$ cat src/rtl/ysyx_22050243_lsu_pkg.sv
// ysyx_22050243_lsu_pkg: LSU state encoding, RV64 load/store funct3 codes and access-size helper
package ysyx_22050243_lsu_pkg;
  typedef enum logic [1:0] {IDLE, REQ, WAIT, DONE} state_e;
  localparam logic [2:0] F3_B  = 3'b000;
  localparam logic [2:0] F3_H  = 3'b001;
  localparam logic [2:0] F3_W  = 3'b010;
  localparam logic [2:0] F3_D  = 3'b011;
  localparam logic [2:0] F3_BU = 3'b100;
  localparam logic [2:0] F3_HU = 3'b101;
  localparam logic [2:0] F3_WU = 3'b110;
  function automatic logic [3:0] size_of(input logic [2:0] funct3);
    return 4'd1 << funct3[1:0];
  endfunction
endpackage

$ cat src/rtl/ysyx_22050243_lsu_if.sv
// ysyx_22050243_lsu_if: valid/ready data-memory bus between the LSU (master) and memory (slave)
interface ysyx_22050243_lsu_if #(parameter int ADDR_W = 64, parameter int XLEN = 64);
  logic              req_valid;
  logic              req_ready;
  logic              req_wen;
  logic [ADDR_W-1:0] req_addr;
  logic [XLEN-1:0]   req_wdata;
  logic [7:0]        req_wmask;
  logic              resp_valid;
  logic [XLEN-1:0]   resp_rdata;
  modport master(output req_valid, req_wen, req_addr, req_wdata, req_wmask, input req_ready, resp_valid, resp_rdata);
  modport slave(input req_valid, req_wen, req_addr, req_wdata, req_wmask, output req_ready, resp_valid, resp_rdata);
endinterface

$ cat src/rtl/ysyx_22050243_lsu_align.sv
// ysyx_22050243_lsu_align: byte-lane mask, store data shift and load shift/extend
module ysyx_22050243_lsu_align
  import ysyx_22050243_lsu_pkg::*;
#(
  parameter int XLEN = 64
) (
  input  logic [2:0]      funct3_i,
  input  logic [2:0]      off_i,
  input  logic            wen_i,
  input  logic [XLEN-1:0] wdata_i,
  input  logic [XLEN-1:0] rdata_i,
  output logic [7:0]      wmask_o,
  output logic [XLEN-1:0] wdata_o,
  output logic [XLEN-1:0] rdata_o
);
  logic [XLEN-1:0] sh;
  logic [7:0]      base;
  // reserved store sizes write no bytes; doubles always strobe every lane
  always_comb begin
    base    = funct3_i[1:0] == 2'd0 ? 8'h01 : funct3_i[1:0] == 2'd1 ? 8'h03 : 8'h0F;
    wmask_o = (wen_i && funct3_i[2]) ? 8'h00 : funct3_i[1:0] == 2'd3 ? 8'hFF : base << off_i;
    wdata_o = wdata_i << {off_i, 3'b000};
    sh      = rdata_i >> {off_i, 3'b000};
    rdata_o = '0;
    case (funct3_i)
      F3_B:    rdata_o = {{(XLEN-8){sh[7]}}, sh[7:0]};
      F3_H:    rdata_o = {{(XLEN-16){sh[15]}}, sh[15:0]};
      F3_W:    rdata_o = {{(XLEN-32){sh[31]}}, sh[31:0]};
      F3_D:    rdata_o = sh;
      F3_BU:   rdata_o = {{(XLEN-8){1'b0}}, sh[7:0]};
      F3_HU:   rdata_o = {{(XLEN-16){1'b0}}, sh[15:0]};
      F3_WU:   rdata_o = {{(XLEN-32){1'b0}}, sh[31:0]};
      default: rdata_o = '0;
    endcase
  end
endmodule

$ cat src/rtl/ysyx_22050243_lsu.sv
// ysyx_22050243_lsu: multi-cycle load/store unit; YSYX_22050243_LSU_MISALIGN_CHK_EN enables misaligned-access trapping
module ysyx_22050243_lsu
  import ysyx_22050243_lsu_pkg::*;
#(
  parameter int ADDR_W = 64,
  parameter int XLEN   = 64
) (
  input  logic                 clk,
  input  logic                 rst_n,
  input  logic                 mem_r_i,
  input  logic                 mem_w_i,
  input  logic [2:0]           funct3_i,
  input  logic [ADDR_W-1:0]    addr_i,
  input  logic [XLEN-1:0]      wdata_i,
  output logic                 stall_o,
  output logic                 done_o,
  output logic [XLEN-1:0]      rdata_o,
  output logic                 misalign_o,
  ysyx_22050243_lsu_if.master  bus
);
  state_e            state_q;
  logic [ADDR_W-1:0] addr_q;
  logic [XLEN-1:0]   wdata_q;
  logic [XLEN-1:0]   rdata_q;
  logic [2:0]        f3_q;
  logic              wen_q;
  logic              req_valid_q;
  logic              done_q;
  logic              misalign_q;
  logic              mis;
  logic [7:0]        wmask;
  logic [XLEN-1:0]   wdata_sh;
  logic [XLEN-1:0]   rdata_ext;
`ifdef YSYX_22050243_LSU_MISALIGN_CHK_EN
  logic [2:0] lo;
  assign lo  = 3'(size_of(funct3_i) - 4'd1);
  assign mis = |(addr_i[2:0] & lo);
`else
  assign mis = 1'b0;
`endif
  ysyx_22050243_lsu_align #(.XLEN(XLEN)) u_align (
    .funct3_i(f3_q),
    .off_i   (addr_q[2:0]),
    .wen_i   (wen_q),
    .wdata_i (wdata_q),
    .rdata_i (bus.resp_rdata),
    .wmask_o (wmask),
    .wdata_o (wdata_sh),
    .rdata_o (rdata_ext)
  );
  assign bus.req_valid = req_valid_q;
  assign bus.req_wen   = req_valid_q & wen_q;
  assign bus.req_addr  = req_valid_q ? {addr_q[ADDR_W-1:3], 3'b000} : '0;
  assign bus.req_wdata = req_valid_q ? wdata_sh : '0;
  assign bus.req_wmask = req_valid_q ? wmask : 8'h00;
  assign stall_o       = (mem_r_i | mem_w_i) & (state_q != DONE);
  assign done_o        = done_q;
  assign rdata_o       = rdata_q;
  assign misalign_o    = misalign_q;
  // access sequencer: latch operands, hold the request until accepted, wait for the response, pulse done
  always_ff @(posedge clk or negedge rst_n) begin
    if (!rst_n) begin
      state_q     <= IDLE;
      addr_q      <= '0;
      wdata_q     <= '0;
      rdata_q     <= '0;
      f3_q        <= '0;
      wen_q       <= 1'b0;
      req_valid_q <= 1'b0;
      done_q      <= 1'b0;
      misalign_q  <= 1'b0;
    end else begin
      case (state_q)
        IDLE: if (mem_r_i | mem_w_i) begin
          addr_q     <= addr_i;
          wdata_q    <= wdata_i;
          f3_q       <= funct3_i;
          wen_q      <= ~mem_r_i;
          misalign_q <= mis;
          if (mis) begin
            state_q <= DONE;
            done_q  <= 1'b1;
            rdata_q <= '0;
          end else begin
            state_q     <= REQ;
            req_valid_q <= 1'b1;
          end
        end
        REQ: if (bus.req_ready) begin
          req_valid_q <= 1'b0;
          state_q     <= WAIT;
        end
        WAIT: if (bus.resp_valid) begin
          rdata_q <= wen_q ? '0 : rdata_ext;
          done_q  <= 1'b1;
          state_q <= DONE;
        end
        DONE: begin
          done_q  <= 1'b0;
          state_q <= IDLE;
        end
        default: state_q <= IDLE;
      endcase
    end
  end
endmodule

$ cat src/flat_wrapper.sv
// flat-port wrapper written by rule: the top's interface ports become plain ports
module ysyx_22050243_lsu_flat import ysyx_22050243_lsu_pkg::*;
#(
  parameter int ADDR_W = 64,
  parameter int XLEN   = 64
)
  (clk, rst_n, mem_r_i, mem_w_i, funct3_i, addr_i, wdata_i, stall_o, done_o, rdata_o, misalign_o, bus_req_valid, bus_req_wen, bus_req_addr, bus_req_wdata, bus_req_wmask, bus_req_ready, bus_resp_valid, bus_resp_rdata);
  ysyx_22050243_lsu_if #(.ADDR_W(ADDR_W), .XLEN(XLEN)) bus_i ();
  input  logic clk;
  input  logic rst_n;
  input  logic mem_r_i;
  input  logic mem_w_i;
  input  logic [2:0] funct3_i;
  input  logic [ADDR_W-1:0] addr_i;
  input  logic [XLEN-1:0] wdata_i;
  output logic stall_o;
  output logic done_o;
  output logic [XLEN-1:0] rdata_o;
  output logic misalign_o;
  output wire logic [$bits(bus_i.req_valid)-1:0] bus_req_valid;
  output wire logic [$bits(bus_i.req_wen)-1:0] bus_req_wen;
  output wire logic [$bits(bus_i.req_addr)-1:0] bus_req_addr;
  output wire logic [$bits(bus_i.req_wdata)-1:0] bus_req_wdata;
  output wire logic [$bits(bus_i.req_wmask)-1:0] bus_req_wmask;
  input wire logic [$bits(bus_i.req_ready)-1:0] bus_req_ready;
  input wire logic [$bits(bus_i.resp_valid)-1:0] bus_resp_valid;
  input wire logic [$bits(bus_i.resp_rdata)-1:0] bus_resp_rdata;
  assign bus_req_valid = bus_i.req_valid;
  assign bus_req_wen = bus_i.req_wen;
  assign bus_req_addr = bus_i.req_addr;
  assign bus_req_wdata = bus_i.req_wdata;
  assign bus_req_wmask = bus_i.req_wmask;
  assign bus_i.req_ready = bus_req_ready;
  assign bus_i.resp_valid = bus_resp_valid;
  assign bus_i.resp_rdata = bus_resp_rdata;
  ysyx_22050243_lsu #(.ADDR_W(ADDR_W), .XLEN(XLEN)) u_core (.clk(clk), .rst_n(rst_n), .mem_r_i(mem_r_i), .mem_w_i(mem_w_i), .funct3_i(funct3_i), .addr_i(addr_i), .wdata_i(wdata_i), .stall_o(stall_o), .done_o(done_o), .rdata_o(rdata_o), .misalign_o(misalign_o), .bus(bus_i));
endmodule
$ cat config.mk
export PLATFORM = sky130hd
export DESIGN_NAME = ysyx_22050243_lsu_flat
export DESIGN_NICKNAME = d
export VERILOG_FILES = /design/src/rtl/ysyx_22050243_lsu_pkg.sv /design/src/rtl/ysyx_22050243_lsu_if.sv /design/src/rtl/ysyx_22050243_lsu_align.sv /design/src/rtl/ysyx_22050243_lsu.sv /design/src/flat_wrapper.sv
export SDC_FILE = /design/constraint.sdc
export NUM_CORES = 1
export LEC_CHECK = 0
export BUFFER_PORTS_ARGS = -buffer_cell sky130_fd_sc_hd__buf_4
export CORE_MARGIN = 10
export CORE_UTILIZATION = 47
export CTS_CLUSTER_SIZE = 10
export DETAILED_ROUTE_END_ITERATION = 8
export GPL_TIMING_DRIVEN = 0
export PLACE_DENSITY = 0.84
export SLEW_MARGIN = 0
export SYNTH_ARGS = -nofsm -noshare
export SYNTH_HDL_FRONTEND = slang
export SYNTH_HIERARCHICAL = 1
export SYNTH_SLANG_ARGS = --single-unit
$ cat constraint.sdc
create_clock -name clk -period 1.9 [get_ports clk]
set_clock_uncertainty 0.2 [all_clocks]
set_input_delay 0.095 -clock clk [delete_from_list [all_inputs] [get_ports clk]]
set_output_delay 0.095 -clock clk [all_outputs]
set_load 0.01 [all_outputs]
==> results of run 1 <==
## logic make-up after synthesis
group | after synthesis | share of synthesized area [%]
DFF | 200 | 38.5
buffers and inverters | 130 | 5.60
adders and majority gates | 5 | 0.482
muxes | 264 | 25.6
and+or+nand+nor | 498 | 20.3
AOI/OAI and AO/OA | 207 | 9.51
other | 1 | 0.0289
## per-stage QoR
| stage | setup TNS [ps] | util (%) | total power [mW] | hold WS, ps |
|---|---|---|---|---|
| 2_1_floorplan | -2700 | - | 21.5 | -401 |
| 5_1_grt | -130260 | 80.0 | 46.8 | 102 |
| 3_5_place_dp | -85280 | 61.3 | 31.1 | -52.0 |
| 4_1_cts | -79560 | 74.4 | 39.4 | 55.2 |
| 6_report | -119190 | 80.0 | 45.4 | 54.1 |
| 3_3_place_gp | -235320 | 61.1 | 30.7 | 111 |
## final cells by class
cell class / instances / share of cell area, %
well taps: 372 / 2.15
repair buffers: 643 / 26.6
flip-flops and latches: 200 / 23.1
clock inverters: 15 / 0.975
multi-input cells: 978 / 39.4
clock buffers: 17 / 1.96
plain buffers: 120 / 5.75
inverters: 5 / 0.110
diodes: 3 / 0.0346
## registers in the layout (all words and copies together), names as in the netlist
name                  count
u_core/addr_q            64
u_core/wdata_q           64
u_core/bus.req_valid      1
u_core/f3_q               3
u_core/state_q            2
u_core/wen_q              1
u_core/rdata_o           64
u_core/done_o             1
## worst register-to-register path, delay by kind of cell (launching register included)
kind / cells / cell delay [ps]
simple gates: 4 / 660
buf+inv: 6 / 940
mux: 1 / 160
compound gates: 1 / 60
flops: 1 / 400
## cell usage in the layout, fill, tap and decap left out, types with 43 or more instances in the layout
cell type / synthesis / layout
and2_1: 155 / 112
and2_4: 0 / 43
buf_4: 23 / 430
buf_6: 15 / 68
dfrtp_1: 200 / 200
dlygate4sd3_1: 0 / 144
mux2_2: 156 / 120
nand2_1: 158 / 146
nand2b_1: 69 / 69
o21ai_1: 0 / 77
## routing by layer
metal | vias to the layer above | track usage [%]
met3 | 415 | 10.9
met1 | 7105 | 41.3
met4 | 0 | 16.9
met2 | 1327 | 59.0
met5 | - | 0
li1 | 5918 | -
## where the power goes
part           internal (mW)  total, mW  switching, mW
clock network           1.92       3.96           2.04
logic                   16.7       32.9           16.3
registers               6.29       8.50           2.21
total                   24.9       45.4           20.5
## final timing paths
check,endpoint,from
max in group asynchronous,u_core/addr_q[17],rst_n
worst min register to register,u_core/rdata_o[59],u_core/rdata_o[59]
worst min-delay path,u_core/wdata_q[9],rst_n
min in group clk,u_core/rdata_o[7],bus_resp_rdata[23]
worst max register to register,u_core/rdata_o[43],u_core/addr_q[0]
worst max-delay path,bus_req_wdata[50],u_core/addr_q[0]
## repair_timing
item | 4_1_cts | 5_1_grt
setup endpoints to repair | 327 | 329
hold endpoints to repair | 234 | 0
gates resized for setup | 317 | 280
cloned | 4 | 15
hold buffers | 144 | 0
pin swaps | 44 | 59
buffers inserted | 47 | 37
==> key figures, run 1 <==
Critical path
  • Critical path depth in cells: 9
  • Largest delay share family, worst path: buffers and inverters
  • R2R setup slack: -650 ps
  • Crit path launch type: flip-flop
  • Reg2Reg Depth: 12
  • Worst Path Class, Setup: reg -> out
  • CP Cell Sequence: buf_6 -> buf_12 -> buf_4 -> buf_12 -> mux4_2 -> nand2_2 -> o21ai_0 -> and2_1 -> buf_4
  • CP max stage cell: mux4_2
  • Delay of the slowest critical-path stage: 520 ps
  • Worst Path Buf+Inv: 5
  • WP data required: 1600 ps
  • Critical Path Sink Type: primary output
  • CP Max Fanout: 8
  • Crit path DAT: 2500 ps

Timing
  • Relative slew slack: 36.7%
  • Endpoints failing setup: 283
  • RSZ-0062 raised after global routing: yes
  • Final period util: 147%
  • Fmax: 0.358 GHz
  • Setup WS post-layout: -896 ps
  • Max Slew Vio Count: 0
  • Fin. Hold Viols: 0
  • Final min period: 2800 ps
  • Transition time of the tightest slew-check pin: 948 ps

Clock tree
  • Clock buffer count from CTS: 17
  • H-tree depth: 4
  • TritonCTS clock tree: built
  • CTS max path bufs: 2
  • Clock Tree Root: clkbuf_16
  • CTS Sinks: 200
  • Clock slew at reported path FFs: 90 ps
  • Clk Latency, worst-skew pair: 450 ps

Synthesis
  • Top-count cell post-synth: dfrtp_1
  • Mapped Cells: 1305
  • Synthesized flop and latch total: 200
  • Syn_area_per_cell: 9.96 um2
  • Sequential-to-total area share from yosys stat: 38.5%
  • Ys async rst share: 100%
  • Synth Cell Area: 13000 um2
  • Leading cell types by count after synthesis: dfrtp_1 (200), nand2_1 (158), mux2_2 (156)
  • Top-area cell type share of the netlist area: 38.5%
  • Most used DFF post-synth: dfrtp_1
  • Leading area contributor after synthesis: dfrtp_1
  • Synth unique cells: 53
  • Synth area leaders: dfrtp_1 (39%), mux2_2 (14%), and2_1 (7.5%)
  • Post-synth EDFFs: 0
  • Yosys Warn Count: 6

Hold path
  • Hold Path Class: in -> async

Die
  • Die extent in y: 186 um
  • I/O pin count: 406
  • Row Count: 60
  • Die Span X: 186 um
  • Core ar.: 27100 um2
  • Starting Density: 47.9%
  • Full die area: 34700 um2

Drt
  • DR vias/cell: 6.27
  • DRC Markers: 2
  • Met1 WL: 22.9 mm
  • WL/cell: 29.2 um
  • Routed wl met2: 31.9 mm
  • Routed vias: 14800
  • Initial DRT Pass Iterations: 9
  • Drt total wl: 68.6 mm
  • Starting DRT DRC Count: 1921
  • WL met3: 8.71 mm
  • Max Used Layer: met4
  • Post-route ant nets: 0

Placement
  • Number of port buffers: 401
  • Placed cell areas: 16600 um2
  • Post-DP HPWL: 43.1 mm
  • Placed cell count: 2082
  • Gpl congestion: 1.01
  • DP Worst Slack: -1100 ps

Cells and area
  • Post-route cell area: 21700 um2
  • Area Overhead vs Synth: 67.0%
  • Layout Nets: 2171
  • Ratio of cells with drive above 1 in the final layout: 52.3%
  • Fill cell count: 1474
  • Fin cells: 2353
  • Seq. cell area: 5000 um2
  • Area of the multi-input gates: 8540 um2

Outcome
  • Failing checks: DRC, setup timing
  • Outcome: complete, but fails checks

Job
  • Max cap viols: 0

Global route
  • Initial antenna violation count: 2
  • Largest net degree at the start of global routing: 110
  • Total GRT Usage: 35.6%
  • First-pass GRT wire length: 93.2 mm
  • Vias in the first global route: 14800
  • Gr ovfl total: 0

Power
  • Static Leak: 9.92 nW
  • Peak supply drop: 0.00138 V
  • Pwr per Cell Area: 2090 nW/um2
Note: power is estimated with default switching activity, not from simulation.
==> run 2: changes to the inputs <==
--- a/config.mk
+++ b/config.mk
@@ -11,7 +11,7 @@
 export CTS_CLUSTER_SIZE = 10
 export DETAILED_ROUTE_END_ITERATION = 8
 export GPL_TIMING_DRIVEN = 0
-export PLACE_DENSITY = 0.84
+export PLACE_DENSITY = 0.82
 export SLEW_MARGIN = 0
 export SYNTH_ARGS = -nofsm -noshare
 export SYNTH_HDL_FRONTEND = slang
==> run 2 against run 1 <==
Against the previous run: the run ends with setup timing left; global-route usage grew 0.80 points; power grew 2.7%; combinational power grew 3%; cell count is essentially flat; critical path type is now reg -> reg.
==> key figures, run 2 (synthesis gave the netlist of run 1 again) <==
Placement
  • Post-DP HPWL: 43.7 mm (+1.4%)
  • Gpl congestion: 0.968 (-4.0%)
  • Placed cell count: 2082 (unchanged)
  • Number of port buffers: 401 (unchanged)
  • Placed cell areas: 16600 um2 (unchanged)
  • DP Worst Slack: -1060 ps (+41.5 ps)

Job
  • Max cap viols: 0 (unchanged)

Die
  • Core ar.: 27100 um2 (unchanged)
  • Full die area: 34700 um2 (unchanged)
  • Row Count: 60 (unchanged)
  • Starting Density: 47.9% (unchanged)
  • Die Span X: 186 um (unchanged)
  • Die extent in y: 186 um (unchanged)
  • I/O pin count: 406 (unchanged)

Cells and area
  • Fin cells: 2355 (+0.085%)
  • Ratio of cells with drive above 1 in the final layout: 53.3% (+1.0 points)
  • Layout Nets: 2173 (+0.092%)
  • Commonest cells after routing, fill and taps aside: buf_4 (398), dfrtp_1 (199), nand2_1 (148), dlygate4sd3_1 (144), mux2_2 (138)
  • Commonest non-fill, non-tap cell in the layout: buf_4
  • Post-route cell area: 21700 um2 (+0.11%)
  • Area Overhead vs Synth: 67.2%
  • Fill cell count: 1479 (+0.34%)
  • Finished Core Util: 80.1% (+0.088 points)

Timing
  • Setup WS post-layout: -953 ps (-57.2 ps)
  • RSZ-0062 raised after global routing: yes
  • Final min period: 2850 ps (+57.2 ps)
  • Max Slew Vio Count: 0 (unchanged)
  • Transition time of the tightest slew-check pin: 1190 ps (+246 ps)
  • Final period util: 150% (+3.0 points)
  • Fmax: 0.351 GHz (-2.0%)
  • Endpoints failing setup: 166 (-41%)
  • Fin. Hold Viols: 0 (unchanged)
  • Relative slew slack: 20.2% (-16 points)

Drt
  • Starting DRT DRC Count: 1975 (+2.8%)
  • DRC Markers: 0 (-2)
  • Post-route ant nets: 0 (unchanged)
  • DR vias/cell: 6.38 (+1.6%)
  • Routed vias: 15000 (+1.7%)
  • Drt total wl: 71.3 mm (+3.8%)
  • WL/cell: 30.3 um (+3.7%)
  • Initial DRT Pass Iterations: 7 (-2)

Critical path
  • Worst Path Class, Setup: reg -> reg
  • Delay of the slowest critical-path stage: 560 ps (+40 ps)
  • CP Cell Sequence: buf_8 -> buf_4 -> mux2i_1 -> nor4b_2 -> o31ai_4 -> buf_12 -> buf_6 -> nand4_1 -> nand2b_1 -> o21ai_1
  • CP max stage cell: mux2i_1
  • Reg2Reg Depth: 10 (-2)
  • CP Max Fanout: 10 (+2)
  • Critical Path Sink Type: flip-flop
  • Terminus of the critical flop-to-flop path: u_core/rdata_o[32]
  • WP data required: 2020 ps (+420 ps)
  • Worst r2r src: u_core/addr_q[2]
  • Crit path launch type: flip-flop
  • Crit path DAT: 2970 ps (+470 ps)
  • R2R setup slack: -950 ps (-300 ps)

Power
  • Peak supply drop: 0.00151 V (+9.8%)
  • P_int: 25.2 mW (+1.5%)
  • Switching share of power: 45.8% (+0.64 points)
  • Static Leak: 9.85 nW (-0.74%)
  • Clock power share: 8.8% (about the same)
  • Combinational share of power: 73.0% (+0.5 points)
  • Reg power frac: 18.2% (-0.5 points)
  • Total Power: 46.6 mW (+2.7%)
  • Pwr per Cell Area: 2150 nW/um2 (+2.6%)
  • Psw: 21.4 mW (+4.1%)

Clock tree
  • Clock Tree Root: clkbuf_16
  • Clock buffer count from CTS: 17 (unchanged)
  • CTS Sinks: 200 (unchanged)
  • H-tree depth: 4 (unchanged)
  • Clk Latency, worst-skew pair: 460 ps (about the same)
  • TritonCTS clock tree: built
  • Clock slew at reported path FFs: 90 ps (about the same)
  • CTS max path bufs: 2 (unchanged)

Outcome
  • Outcome: complete, but fails checks
  • Failing checks: setup timing

Global route
  • Vias in the first global route: 15000 (+1.4%)
  • Total GRT Usage: 36.4% (+0.80 points)
  • Largest net degree at the start of global routing: 114 (+3.6%)
  • Gr ovfl total: 0 (unchanged)
  • Initial antenna violation count: 2 (unchanged)
  • First-pass GRT wire length: 95.0 mm (+1.9%)

Hold path
  • Hold Path Class: in -> async
[run 2: critical path, delay by kind of cell, from the launching register on]
family          cells  cell delay (ps)
buf+inv             4              630
simple gates        3              510
mux                 1              560
flops               1              420
compound gates      2              390
[run 2: cell type report]
class                           count  area, um2  share of cell area (%)
Multi-Input combinational cell    979       8500                    39.1
Timing Repair Buffer              642       5870                    27.0
Sequential cell                   200       5010                    23.1
Buffer                            122       1200                    5.54
Tap cell                          372        465                    2.14
Clock buffer                       17        425                    1.96
Clock inverter                     15        224                    1.03
Inverter                            5       23.8                   0.109
Antenna cell                        3       7.51                  0.0346
[run 2: worst max path at each step]
| stage | start | cells past startpoint | endpoint |
|---|---|---|---|
| 3_3_place_gp | u_core/addr_q[2] | 8 | u_core/rdata_o[5] |
| 6_report | u_core/addr_q[2] | 10 | u_core/rdata_o[32] |
| 3_5_place_dp | u_core/addr_q[2] | 8 | u_core/rdata_o[5] |
| 5_1_grt | u_core/addr_q[2] | 10 | u_core/rdata_o[32] |
| 4_1_cts | u_core/addr_q[0] | 8 | bus_req_wdata[59] |
| 2_1_floorplan | u_core/addr_q[0] | 6 | bus_req_wdata[58] |
[run 2: power groups by stage]
stage          combinational, mW  sequential, mW  clock, mW
3_3_place_gp                23.0            7.78          0
4_1_cts                     29.3            7.96       4.07
3_5_place_dp                23.3            7.91          0
2_1_floorplan               14.0            7.55          0
5_1_grt                     35.0            8.57       4.26
6_report                    34.0            8.50       4.11
[run 2: metrics by stage]
| step | hold slack, ps | setup TNS [ps] |
|---|---|---|
| floorplan | -401 | -2700 |
| global placement | 110 | -243090 |
| detailed placement | -55.2 | -91870 |
| CTS | 55.0 | -79010 |
| global route | 74.5 | -98850 |
| finish | 20.0 | -96010 |
[run 2: layer usage]
layer | vias up | routed length, um | global-route usage (%)
li1 | 5915 | - | -
met1 | 7209 | 23700 | 41.4
met2 | 1463 | 33000 | 59.4
met3 | 432 | 9070 | 12.0
met4 | 2 | 5460 | 20.2
met5 | - | 13 | 0
[run 2: timing repair]
item / 4_1_cts / 5_1_grt
setup endpoints to repair: 327 / 288
hold buffers: 144 / 0
buffers inserted: 63 / 27
gates cloned: 13 / 6
endpoints found under the hold margin: 231 / 0
gates resized for setup: 425 / 200
pin swaps: 69 / 69
==> run 3: changes to the inputs <==
--- a/config.mk
+++ b/config.mk
@@ -5,13 +5,14 @@
 export SDC_FILE = /design/constraint.sdc
 export NUM_CORES = 1
 export LEC_CHECK = 0
+export ABC_AREA = 1
 export BUFFER_PORTS_ARGS = -buffer_cell sky130_fd_sc_hd__buf_4
 export CORE_MARGIN = 10
 export CORE_UTILIZATION = 47
 export CTS_CLUSTER_SIZE = 10
 export DETAILED_ROUTE_END_ITERATION = 8
 export GPL_TIMING_DRIVEN = 0
-export PLACE_DENSITY = 0.82
+export PLACE_DENSITY = 0.83
 export SLEW_MARGIN = 0
 export SYNTH_ARGS = -nofsm -noshare
 export SYNTH_HDL_FRONTEND = slang
==> run 3 against run 2 <==
Against the previous run: register-to-register slack gained 410 ps; sequential share of layout area hardly changed; die area down 1.7%; largest power group unchanged; highest routed layer is now met4; largest cell class unchanged; the run still ends with setup timing left; critical path depth down 1; sequential power is 4.6% lower.
==> key figures, run 3 <==
Die
  • Die Span X: 185 um (-0.88%)
  • Core ar.: 26800 um2 (-1.1%)
  • Die extent in y: 185 um (-0.88%)
  • I/O pin count: 406 (unchanged)
  • Row Count: 60 (unchanged)
  • Starting Density: 47.5% (-0.41 points)
  • Full die area: 34100 um2 (-1.7%)

Clock tree
  • Clock buffer count from CTS: 17 (unchanged)
  • Clk Latency, worst-skew pair: 450 ps (about the same)
  • TritonCTS clock tree: built
  • CTS max path bufs: 2 (unchanged)
  • Clock Tree Root: clkbuf_16
  • CTS Sinks: 200 (unchanged)
  • Clock slew at reported path FFs: 90 ps (about the same)
  • H-tree depth: 4 (unchanged)

Power
  • Combinational share of power: 73.0% (about the same)
  • Clock power share: 8.9% (about the same)
  • P_int: 21.0 mW (-17%)
  • Peak supply drop: 0.00102 V (-32%)
  • Switching share of power: 53.1% (+7.3 points)
  • Total Power: 44.8 mW (-4.0%)
  • Pwr per Cell Area: 2060 nW/um2 (-3.9%)
  • Static Leak: 11.8 nW (+20%)
  • Psw: 23.8 mW (+11%)
  • Reg power frac: 18.1% (about the same)

Synthesis
  • Synth Cell Area: 12700 um2 (-2.0%)
  • Synthesized flop and latch total: 200 (unchanged)
  • Post-synth EDFFs: 0 (unchanged)
  • Most used DFF post-synth: dfrtp_1
  • Top-count cell post-synth: nand2_1
  • Mapped Cells: 2006 (+54%)
  • Ys async rst share: 100% (unchanged)
  • Sequential-to-total area share from yosys stat: 39.3% (+0.77 points)
  • Leading area contributor after synthesis: dfrtp_1
  • Syn_area_per_cell: 6.35 um2 (-36%)
  • Leading cell types by count after synthesis: nand2_1 (987), inv_1 (215), dfrtp_1 (200)
  • Synth unique cells: 32 (-40%)
  • Yosys Warn Count: 6 (unchanged)
  • Synth area leaders: dfrtp_1 (39%), nand2_1 (29%), o21ai_0 (6.7%)
  • Top-area cell type share of the netlist area: 39.3% (+0.77 points)

Critical path
  • Reg2Reg Depth: 12 (+2)
  • WP data required: 1600 ps (-420 ps)
  • Crit path DAT: 2360 ps (-610 ps)
  • CP max stage cell: dfrtp_1
  • Critical Path Sink Type: primary output
  • Crit path launch type: flip-flop
  • Worst Path Class, Setup: reg -> out
  • CP Cell Sequence: buf_6 -> nor2_4 -> inv_2 -> buf_12 -> buf_12 -> o221ai_2 -> nand2_1 -> inv_1 -> buf_6
  • CP Max Fanout: 10 (unchanged)
  • Delay of the slowest critical-path stage: 460 ps (-100 ps)

Outcome
  • Failing checks: setup timing
  • Outcome: complete, but fails checks

Timing
  • Max Slew Vio Count: 0 (unchanged)
  • Hold Slack: 21.4 ps (+1.34 ps)
  • Relative slew slack: 51.7% (+31 points)
  • Endpoints failing setup: 139 (-16%)
  • Setup WS post-layout: -759 ps (+194 ps)
  • Fin. Hold Viols: 0 (unchanged)
  • Fmax: 0.376 GHz (+7.3%)
  • RSZ-0062 raised after global routing: yes
  • Final min period: 2660 ps (-194 ps)
  • Final period util: 140% (-10 points)
  • Transition time of the tightest slew-check pin: 721 ps (-473 ps)

Hold path
  • Hold Path Class: in -> async

Cells and area
  • Area Overhead vs Synth: 70.3%
  • Fill cell count: 1620 (+9.5%)
  • Layout Nets: 2870 (+32%)
  • Ratio of cells with drive above 1 in the final layout: 36.8% (-17 points)
  • Commonest non-fill, non-tap cell in the layout: nand2_1
  • Commonest cells after routing, fill and taps aside: nand2_1 (911), buf_4 (421), dfrtp_1 (196), inv_1 (160), dlygate4sd3_1 (146)

Drt
  • DRC Markers: 0 (unchanged)
  • Starting DRT DRC Count: 2600 (+32%)
  • Initial DRT Pass Iterations: 6 (-1)
  • WL/cell: 25.8 um (-15%)
  • Drt total wl: 77.8 mm (+9.2%)
  • Routed vias: 18500 (+23%)
  • DR vias/cell: 6.14 (-3.8%)
  • Post-route ant nets: 0 (unchanged)

Global route
  • Largest net degree at the start of global routing: 113 (-0.88%)
  • Initial antenna violation count: 3 (+1)
  • First-pass GRT wire length: 108 mm (+14%)
  • Vias in the first global route: 18400 (+22%)
  • Total GRT Usage: 41.8% (+5.5 points)
  • Gr ovfl total: 0 (unchanged)

Placement
  • Gpl congestion: 1.00 (+3.7%)
  • DP Worst Slack: -766 ps (+290 ps)
  • Post-DP HPWL: 48.4 mm (+11%)
  • Number of port buffers: 401 (unchanged)

Job
  • Max cap viols: 0 (unchanged)
==> run 3: repair_timing <==
item | 4_1_cts | 5_1_grt
hold endpoints to repair | 233 | 0
setup buffers | 44 | 32
resized for setup | 570 | 360
hold buffers | 146 | 0
pin swaps | 77 | 84
cloned | 13 | 7
setup endpoints to repair | 320 | 320
==> run 3: stage by stage <==
stage / std cells / cell area (um2) / TNS [ps] / util (%)
final: 3020 / 21700 / -71440 / 80.9
after global placement: 2751 / 16200 / -205370 / 60.4
after CTS: 2986 / 20500 / -47930 / 76.4
after global routing: 3020 / 21700 / -81560 / 80.9
after floorplan: 2009 / 12700 / 0 / -
after detailed placement: 2752 / 16200 / -71840 / 60.5
==> run 3: path summary, 6_finish.rpt <==
kind | from | end | slack (ps)
max reg2reg | u_core/addr_q[1] | u_core/rdata_o[31] | -540
max in group asynchronous | rst_n | u_core/wdata_q[36] | 430
min in group clk | bus_resp_rdata[18] | u_core/rdata_o[10] | 20
min reg2reg | u_core/rdata_o[49] | u_core/rdata_o[49] | 300
min | rst_n | u_core/rdata_o[3] | 20
max | u_core/addr_q[1] | bus_req_wdata[43] | -760
==> run 3: metal layers <==
| metal | wire length [um] | vias to the layer above | GRT usage, % |
|---|---|---|---|
| met5 | 0 | - | 0 |
| met4 | 7350 | 0 | 29.3 |
| met3 | 9900 | 596 | 10.8 |
| met2 | 34900 | 1787 | 68.5 |
| met1 | 25700 | 8608 | 46.7 |
| li1 | - | 7549 | - |
==> run 3: logic make-up after synthesis <==
| group | share of synthesized area (%) |
|---|---|
| adders and majority gates | 0.491 |
| and+or+nand+nor | 36.8 |
| muxes | 0.629 |
| AOI/OAI and AO/OA | 10.9 |
| other | 0.0294 |
| DFF | 39.3 |
| buffers and inverters | 11.9 |
==> run 3: worst max-delay path: cells and delay by family (launching register included) <==
family                 cells  cell delay, ps
buffers and inverters      6             770
flip-flops                 1             460
AND/OR/NAND/NOR            2             460
AO/OA/AOI/OAI              1             210
==> run 3: area by class of cell <==
type / instances / area, um2 / share of cell area (%)
multi-input cells: 1453 / 7830 / 36.1
repair buffers: 633 / 5650 / 26.1
flip-flops and latches: 200 / 5010 / 23.1
plain buffers: 138 / 1310 / 6.06
inverters: 221 / 848 / 3.91
clock buffers: 18 / 429 / 1.98
well taps: 341 / 427 / 1.97
clock inverters: 14 / 175 / 0.808
diodes: 2 / 5.00 / 0.0231
==> run 3: power by group through the flow <==
stage	Sequential [mW]	Clock [mW]	Combinational (mW)
after floorplan	7.40	0	12.1
after global placement	7.55	0	21.0
after detailed placement	7.64	0	21.3
after CTS	7.74	3.91	27.2
after global routing	8.19	4.13	34.0
final	8.11	3.98	32.7
